[config.mk]
export PLATFORM = sky130hd
export DESIGN_NAME = phase_sequencer
export DESIGN_NICKNAME = d
export VERILOG_FILES = /design/src/rtl/cpu_pkg.sv /design/src/rtl/cpu_flag_reg.sv /design/src/rtl/phase_sequencer.sv
export SDC_FILE = /design/constraint.sdc
export NUM_CORES = 1
export LEC_CHECK = 0
export BUFFER_PORTS_ARGS = -buffer_cell sky130_fd_sc_hd__buf_2
export CORE_MARGIN = 2
export CORE_UTILIZATION = 43
export CTS_CLUSTER_DIAMETER = 50
export DETAILED_ROUTE_END_ITERATION = 16
export GPL_TIMING_DRIVEN = 0
export PLACE_DENSITY = 0.75
export SYNTH_ARGS = -nofsm -noshare
export SYNTH_HDL_FRONTEND = slang
export SYNTH_SLANG_ARGS = --single-unit
[constraint.sdc]
create_clock -name clk -period 1.35 [get_ports clk]
set_input_delay 0.135 -clock clk [delete_from_list [all_inputs] [get_ports clk]]
set_output_delay 0.135 -clock clk [all_outputs]
set_load 0.1 [all_outputs]
[src/rtl/cpu_pkg.sv]
// cpu_pkg: phase encodings, opcode/ALU codes and instruction predicates shared by the sequencer
package cpu_pkg;
   typedef enum logic [2:0] {
      PH_IDLE   = 3'd0,
      PH_FETCH  = 3'd1,
      PH_DECODE = 3'd2,
      PH_EXEC   = 3'd3,
      PH_MEM    = 3'd4,
      PH_WB     = 3'd5
   } phase_t;
   localparam logic [1:0] OP_LD  = 2'b00;
   localparam logic [1:0] OP_ST  = 2'b01;
   localparam logic [1:0] OP_BR  = 2'b10;
   localparam logic [1:0] OP_ALU = 2'b11;
   localparam logic [3:0] ALU_CMP = 4'b0101;
   localparam logic [3:0] ALU_MOV = 4'b0110;
   localparam logic [3:0] ALU_HLT = 4'b1111;
   function automatic logic is_hlt(input logic [1:0] op, input logic [3:0] fn);
      return op == OP_ALU && fn == ALU_HLT;
   endfunction
   function automatic logic is_mem(input logic [1:0] op);
      return op == OP_LD || op == OP_ST;
   endfunction
   // ALU codes 0000-0101 and 1000-1011 update flags; MOV, HLT and the rest leave them alone
   function automatic logic flag_upd(input logic [1:0] op, input logic [3:0] fn);
      return op == OP_ALU && (fn <= ALU_CMP || fn[3:2] == 2'b10);
   endfunction
endpackage

[src/rtl/cpu_flag_reg.sv]
// cpu_flag_reg: 4-bit S/Z/C/V flag register with load enable
//  clk, rst (async active-low), load (capture d), d {S,Z,C,V} in, q {S,Z,C,V} out
module cpu_flag_reg (
   input  logic       clk,
   input  logic       rst,
   input  logic       load,
   input  logic [3:0] d,
   output logic [3:0] q
);
   always_ff @(posedge clk or negedge rst)
      if (!rst) q <= '0;
      else if (load) q <= d;
endmodule

[src/rtl/phase_sequencer.sv]
// phase_sequencer: instruction phase FSM, mem_req decode, flag register and retired counter
//  Inputs : clk, rst (async active-low), start, ir[15:0], mem_ack, alu_s/z/c/v
//           step_mode, step (only when SINGLE_STEP_EN is defined)
//  Outputs: phase[2:0], mem_req, S/Z/C/V, running, halted, retired[CNT_W-1:0]
//  SINGLE_STEP_EN: with step_mode=1 the write-back phase waits for step before the next fetch
module phase_sequencer
   import cpu_pkg::*;
#(
   parameter int CNT_W = 16
) (
   input  logic             clk,
   input  logic             rst,
   input  logic             start,
   input  logic [15:0]      ir,
   input  logic             mem_ack,
   input  logic             alu_s,
   input  logic             alu_z,
   input  logic             alu_c,
   input  logic             alu_v,
`ifdef SINGLE_STEP_EN
   input  logic             step_mode,
   input  logic             step,
`endif
   output logic [2:0]       phase,
   output logic             mem_req,
   output logic             S,
   output logic             Z,
   output logic             C,
   output logic             V,
   output logic             running,
   output logic             halted,
   output logic [CNT_W-1:0] retired
);
   phase_t     ph, ph_nx;
   logic       hold_wb, retire, halt;
   logic [3:0] flags;
   logic       unused_ir;
   assign unused_ir = ^{ir[13:8], ir[3:0]};
`ifdef SINGLE_STEP_EN
   assign hold_wb = step_mode && !step;
`else
   assign hold_wb = 1'b0;
`endif
   always_comb begin
      ph_nx  = PH_IDLE;
      retire = 1'b0;
      halt   = 1'b0;
      case (ph)
         PH_IDLE:   ph_nx = start ? PH_FETCH : PH_IDLE;
         PH_FETCH:  ph_nx = mem_ack ? PH_DECODE : PH_FETCH;
         PH_DECODE: begin
            halt  = is_hlt(ir[15:14], ir[7:4]);
            ph_nx = halt ? PH_IDLE : PH_EXEC;
         end
         PH_EXEC:   ph_nx = PH_MEM;
         PH_MEM:    ph_nx = (is_mem(ir[15:14]) && !mem_ack) ? PH_MEM : PH_WB;
         PH_WB: begin
            ph_nx  = hold_wb ? PH_WB : PH_FETCH;
            retire = !hold_wb;
         end
         default:   ph_nx = PH_IDLE;
      endcase
   end
   always_ff @(posedge clk or negedge rst)
      if (!rst) begin
         ph      <= PH_IDLE;
         halted  <= 1'b0;
         retired <= '0;
      end else begin
         ph <= ph_nx;
         if (ph == PH_IDLE && start) halted <= 1'b0;
         else if (halt) halted <= 1'b1;
         if (retire || halt) retired <= retired + CNT_W'(1);
      end
   cpu_flag_reg u_flags (
      .clk  (clk),
      .rst  (rst),
      .load (ph == PH_EXEC && flag_upd(ir[15:14], ir[7:4])),
      .d    ({alu_s, alu_z, alu_c, alu_v}),
      .q    (flags)
   );
   assign {S, Z, C, V} = flags;
   assign phase   = ph;
   assign mem_req = ph == PH_FETCH || (ph == PH_MEM && is_mem(ir[15:14]));
   assign running = ph != PH_IDLE;
endmodule

==> metrics.csv, run 1 <==
stage,metric,value,unit
die,DIE WIDTH,57.8,um
clocking,clk buf depth,2,
layout,Final #Nets,194,
die,Initial Util,45.1,%
synth,"FFs w/ async S/R, synth",100,%
layout,"Core Util, Final",69.2,%
placed_design,Final HPWL DP,2030,um
sta,unrepaired setup endpoints after global routing,true,
drt,DRT antenna net count,0,
worst_setup_path,CP startpoint kind,flop,
worst_setup_path,reg2reg setup slack,-0.38,ns
worst_setup_path,type of the worst setup path,reg2out,
layout,flip-flop and latch area,642,sq um
drt,DRC violations left,0,
clocking,clock net sink count,24,
clocking,H-tree levels,1,
placed_design,placed cell count,183,
sta,measured slew at the worst slew-check pin,0.521,ns
drt,final WL,3300,um
clocking,CTS tree,yes,
worst_setup_path,Reg-to-Reg End,retired[7],
worst_setup_path,crit path DAT,1.67,ns
clocking,Root Buffer,clkbuf_4,
global_routing,Total GRT Usage,20.0,%
die,DIE AREA,0.00334,sq mm
layout,multi-input logic area,754,sq um
hold_path,Worst Hold Path Cells,2,
die,num rows,19,
sta,post-route setup slack,-0.459,ns
global_routing,GRT overflow,0,
hold_path,Hold Path Origin,alu_c,
placed_design,Placer Congestion,0.788,
global_routing,initial antenna violation count,0,
sta,max-slew violations,0,
sta,hold violation count in the final report,0,
layout,Post-Layout Cell Count,199,
synth,Synth Register Bits,24,
power_and_ir_drop,maximum VDD drop,2.48,mV
sta,Final setup violation count,22,
synth,syn_nets,138,
worst_setup_path,worst path required time,1.22,ns
hold_path,HP Class,in2reg,
power_and_ir_drop,power density cells,2640,mW/mm^2
synth,Post-synth EDFFs,0,
synth,Mapped Area,0.00124,sq mm
die,Top-Level Pins,50,
layout,"commonest non-fill, non-tap cell in the layout",buf_2,
placed_design,PortBufs,39,
outcome,status,"finished, violations left",
worst_setup_path,worst r2r src,phase[0],
drt,vias per cell,5.55,
synth,sequential area share after synthesis,48.3,%
sta,Worst slew margin,65.2,%
sta,clk_skew,0.00650,ns
synth,Ys Warns,0,
clocking,CTS Buf Count,3,
power_and_ir_drop,Pleak,0.864,nW
run,Max Cap Viol,0,
synth,Yosys cell types,36,
drt,DR pass1 iterations,4,
global_routing,first-pass GRT wire length,5180,um
sta,Period minus WS final,1.81,ns
sta,period utilization,134,%
synth,Synth Flop Type,dfrtp_1,
die,Die Ht,57.8,um
global_routing,largest net degree at the start of global routing,25,
layout,"commonest cells after routing, fill and taps aside","buf_2 (26), xnor2_1 (10), clkbuf_4 (10), buf_4 (10), dfrtp_2 (9)",
layout,Fill cells,204,
worst_setup_path,critical path capture point type,primary output,
layout,share of cells above drive strength 1,64.9,%
clocking,Worst-Skew Late Latency,0.31,ns
layout,number of antenna repair diodes,0,
layout,Area Overhead vs Synth,53.7,%
clocking,"Clk pin slew, worst setup/hold paths",0.13,ns
die,total core area,0.00276,sq mm
sta,fmax,553,MHz
drt,DR iter-0 viols,25,
drt,WL/cell,16.6,um
synth,"Avg Cell Area, Syn",11.0,sq um
drt,via count,1105,
worst_setup_path,worst reg-to-reg path cell count,6,
worst_setup_path,worst-path maximum fanout,10,
hold_path,Hold EP,u_flags.q[1],
synth,Post-Synthesis Cells,113,
outcome,failing checks,negative setup slack,
global_routing,vias in the first global route,1129,
## layer usage
metal | GRT usage, % | wire, um
met5 | 0 | 0
met4 | 4.98 | 28
met3 | 5.36 | 172
met2 | 34.6 | 1740
met1 | 24.9 | 1360
## worst max-delay path, stage by stage, from the launching register on
cell and delay, ns:
dfrtp_4 0.44, clkbuf_8 0.18, or3b_4 0.40, a21oi_4 0.15, buf_12 0.19
## registers in the layout (all words and copies together), names as in the netlist
register   cells
retired       16
u_flags.q      4
halted         1
phase          3
## cells in the mapped netlist (2+ instances only)
cell type	count	share of area, %
nand4_1	7	3.5
a21oi_1	5	2.0
nor2_1	8	2.4
and3_1	5	2.5
dfrtp_1	24	48
nand2_1	3	0.91
buf_2	2	0.81
nand3b_1	3	1.8
o21ai_0	3	1.2
inv_1	2	0.60
nand2b_1	2	1.0
clkbuf_1	2	0.60
xnor2_1	13	9.2
nand3_1	8	3.2
o22ai_1	2	1.0
mux2_2	4	3.6
## cell type report
type / count / share of cell area, %
multi-input combinational: 82 / 39.5
tap: 31 / 2.03
sequential: 24 / 33.6
inverter: 2 / 0.393
clock buffer: 4 / 1.90
buffer: 4 / 2.88
timing repair buffer: 52 / 19.7
## power breakdown
part	switching [mW]	leakage (nW)	total [mW]	internal, mW
clock network	0.214	0.0210	0.379	0.165
logic	2.43	0.550	3.53	1.10
registers	0.177	0.293	1.14	0.958
## through the flow
step	setup WS [ns]	area (sq um)	setup TNS [ns]	hold slack [ns]	total power [mW]
final	-0.459	1910	-5.86	0.0404	5.04
after global routing	-0.503	1910	-7.13	0.0196	5.22
after CTS	-0.484	1810	-5.37	0.0390	4.81
after detailed placement	-0.385	1580	-4.99	0.149	3.97
after global placement	-0.354	1580	-4.74	0.140	3.90
after floorplan	-0.557	1350	-7.14	-0.161	3.51
## logic make-up (layout without fill, tap and decap cells)
kind of cell	count (synthesis)	after routing	share of synthesized area (%)
simple gates	49	49	25.0
xor+xnor	15	15	11.2
buf+inv	7	62	2.92
mux	5	5	4.43
compound gates	12	12	7.15
fa+ha+maj	1	1	1.01
flops	24	24	48.3
## how the worst max path moves through the flow
| stage | start | endpoint | slack [ns] | cells after the start |
|---|---|---|---|---|
| after CTS | phase[0] | mem_req | -0.48 | 4 |
| after global placement | phase[0] | mem_req | -0.35 | 4 |
| after detailed placement | phase[0] | mem_req | -0.38 | 4 |
| after floorplan | phase[2] | mem_req | -0.56 | 3 |
| after global routing | phase[0] | mem_req | -0.50 | 4 |
| final | phase[2] | mem_req | -0.46 | 4 |
## timing repair
item | CTS | global route
pin swaps | 15 | 9
endpoints found under the setup margin | 26 | 30
cloned | 1 | 0
endpoints found under the hold margin | 24 | 0
hold buffers | 1 | 0
resized for setup | 30 | 18
buffers inserted | 8 | 3
Note: power is estimated with default switching activity, not from simulation.
==> run 2: changes to the inputs <==
--- a/config.mk
+++ b/config.mk
@@ -10,8 +10,8 @@
 export CORE_UTILIZATION = 43
 export CTS_CLUSTER_DIAMETER = 50
 export DETAILED_ROUTE_END_ITERATION = 16
-export GPL_TIMING_DRIVEN = 0
-export PLACE_DENSITY = 0.75
+export GPL_TIMING_DRIVEN = 1
+export PLACE_DENSITY = 0.79
 export SYNTH_ARGS = -nofsm -noshare
 export SYNTH_HDL_FRONTEND = slang
 export SYNTH_SLANG_ARGS = --single-unit
==> constraint.sdc (replaced) <==
create_clock -name clk -period 1.35 [get_ports clk]
set_input_delay 0.135 -clock clk [delete_from_list [all_inputs] [get_ports clk]]
set_output_delay 0.135 -clock clk [all_outputs]
set_load 0.05 [all_outputs]
==> run 2 against run 1 <==
Against the previous run: total power is 16% lower; global-route usage is 0.97 points higher; non-clock buffer count is 10 higher; maximum frequency is 11% higher; worst setup slack better by 0.19 ns; largest cell class unchanged; final area is 0.98% lower; clock skew is 0.0019 ns lower; the flow still finishes with violations (negative setup slack); critical path type unchanged.
==> metrics.csv, run 2 (synthesized netlist as in run 1, its figures left out) <==
stage,metric,value,unit,change
outcome,status,"finished, violations left",,
outcome,failing checks,negative setup slack,,
layout,Post-Layout Cell Count,209,,+5.0%
die,DIE AREA,0.00334,sq mm,unchanged
global_routing,largest net degree at the start of global routing,25,,unchanged
die,total core area,0.00276,sq mm,unchanged
drt,DR pass1 iterations,4,,unchanged
worst_setup_path,crit path DAT,1.49,ns,-0.18 ns
clocking,"Clk pin slew, worst setup/hold paths",0.14,ns,about the same
clocking,H-tree levels,1,,unchanged
worst_setup_path,critical path capture point type,primary output,,
sta,unrepaired setup endpoints after global routing,true,,
drt,DRC violations left,0,,unchanged
placed_design,Placer Congestion,0.849,,+7.7%
placed_design,Placed Area,0.00169,sq mm,+7.1%
worst_setup_path,worst path required time,1.22,ns,about the same
sta,hold violation count in the final report,0,,unchanged
placed_design,PortBufs,39,,unchanged
die,num rows,19,,unchanged
drt,final WL,3350,um,+1.4%
drt,via count,1140,,+3.2%
run,Max Cap Viol,0,,unchanged
sta,period utilization,120,%,-14 points
power_and_ir_drop,sw frac,47.1,%,-8.9 points
layout,Final #Nets,204,,+5.2%
global_routing,vias in the first global route,1196,,+5.9%
placed_design,placed cell count,199,,+8.7%
clocking,clk buf depth,2,,unchanged
worst_setup_path,CP startpoint kind,flop,,
power_and_ir_drop,Sw Pwr,2.00,mW,-29%
sta,measured slew at the worst slew-check pin,0.533,ns,+0.0121 ns
die,Top-Level Pins,50,,unchanged
sta,max-slew violations,0,,unchanged
power_and_ir_drop,clock share of power,9.3,%,+1.8 points
sta,Worst slew margin,64.4,%,-0.81 points
hold_path,HP Class,in2reg,,
layout,max reg flops,16,,unchanged
sta,Period minus WS final,1.62,ns,-0.186 ns
clocking,Root Buffer,clkbuf_4,,
sta,Final setup violation count,18,,-18%
layout,share of cells above drive strength 1,62.4,%,-2.5 points
clocking,CTS Buf Count,3,,unchanged
drt,vias per cell,5.45,,-1.8%
sta,post-route setup slack,-0.272,ns,+0.186 ns
global_routing,Total GRT Usage,21.0,%,+0.97 points
placed_design,Final HPWL DP,2320,um,+14%
drt,DRT antenna net count,0,,unchanged
layout,Area Overhead vs Synth,52.2,%,
power_and_ir_drop,Sequential Power Share,24.8,%,+2.3 points
sta,clk_skew,0.00455,ns,-0.00195 ns
global_routing,first-pass GRT wire length,5370,um,+3.7%
clocking,CTS tree,yes,,
power_and_ir_drop,power density cells,2240,mW/mm^2,-15%
drt,WL/cell,16.0,um,-3.4%
sta,fmax,616,MHz,+11%
clocking,clock net sink count,24,,unchanged
power_and_ir_drop,Pleak,0.906,nW,+4.9%
die,DIE WIDTH,57.8,um,unchanged
global_routing,GRT overflow,0,,unchanged
power_and_ir_drop,maximum VDD drop,1.67,mV,-33%
layout,"commonest non-fill, non-tap cell in the layout",buf_2,,
layout,"commonest cells after routing, fill and taps aside","buf_2 (35), buf_4 (20), dfrtp_1 (12), dfrtp_2 (12), xnor2_1 (11)",,
worst_setup_path,type of the worst setup path,reg2out,,
drt,DR iter-0 viols,38,,+52%
worst_setup_path,worst-path maximum fanout,3,,-7
sta,Setup TNS Final,-3.75,ns,+2.11 ns
layout,number of antenna repair diodes,0,,unchanged
die,Die Ht,57.8,um,unchanged
die,Initial Util,45.1,%,unchanged
power_and_ir_drop,Combinational Power Share,65.9,%,-4.1 points
layout,Final Cell Area,0.00189,sq mm,-0.98%
global_routing,initial antenna violation count,0,,unchanged
clocking,Worst-Skew Late Latency,0.32,ns,about the same
layout,"Core Util, Final",68.6,%,-0.68 points
layout,Top reg by flops,retired,,
power_and_ir_drop,Int Power,2.24,mW,+0.98%
==> run 2: cell types whose count changed in the layout (fill, tap and decap cells not counted), moves of 2 or more <==
cell      previous run  this run
buf_4               10        20
nand3_1              1         3
buf_2               26        35
dfrtp_1              7        12
dfrtp_2              9        12
clkbuf_4            10         3
dfrtp_4              8         0
==> run 2: layout make-up <==
type / count / area (sq um)
fillers: 188 / 867
multi-input cells: 82 / 724
flip-flops and latches: 24 / 616
repair buffers: 66 / 468
well taps: 31 / 38.8
clock buffers: 4 / 36.3
inverters: 2 / 7.51
==> run 2: critical path: stages, from the launching register on <==
cell and delay [ns]:
dfrtp_2 0.44, or3b_4 0.42, a21oi_4 0.14, buf_8 0.16
==> run 2: worst paths after layout <==
kind,start,to,slack [ns],depth (start not counted)
min in group asynchronous,rst,retired[14],0.34,2
worst min-delay path,alu_c,u_flags.q[1],0.04,2
worst max register to register,phase[0],retired[10],-0.27,5
worst min register to register,retired[8],retired[8],0.50,1
max in group asynchronous,rst,retired[2],0.63,2
worst max-delay path,phase[0],mem_req,-0.27,3
==> run 2: power groups by stage <==
| stage | registers [mW] | logic [mW] | clock network (mW) |
|---|---|---|---|
| global placement | 1.07 | 2.21 | 0 |
| CTS | 1.05 | 2.63 | 0.405 |
| finish | 1.05 | 2.79 | 0.393 |
| floorplan | 1.69 | 0.943 | 0 |
| global route | 1.08 | 2.93 | 0.429 |
| detailed placement | 1.08 | 2.27 | 0 |
==> run 2: layer usage <==
| layer | vias to the layer above | global-route usage [%] | share of wire, % |
|---|---|---|---|
| met5 | - | 0 | 0 |
| met4 | 0 | 11.3 | 2.4 |
| met3 | 8 | 2.23 | 2.9 |
| met2 | 26 | 37.2 | 52 |
| met1 | 571 | 24.8 | 43 |
| li1 | 535 | - | - |
==> run 2: metrics by stage <==
step | setup WS, ns | total power [mW] | hold WS [ns]
after global placement | -0.0844 | 3.27 | 0.137
after detailed placement | -0.121 | 3.35 | 0.156
after floorplan | -0.367 | 2.64 | -0.161
final | -0.272 | 4.24 | 0.0396
after global routing | -0.351 | 4.44 | 0.0252
after CTS | -0.262 | 4.08 | 0.0254
==> run 2: what timing repair did <==
item / 4_1_cts / 5_1_grt
resized for setup: 17 / 10
hold buffers: 1 / 0
setup endpoints to repair: 17 / 24
endpoints found under the hold margin: 24 / 0
pin swaps: 2 / 4
setup buffers: 5 / 0
cloned: 0 / 0
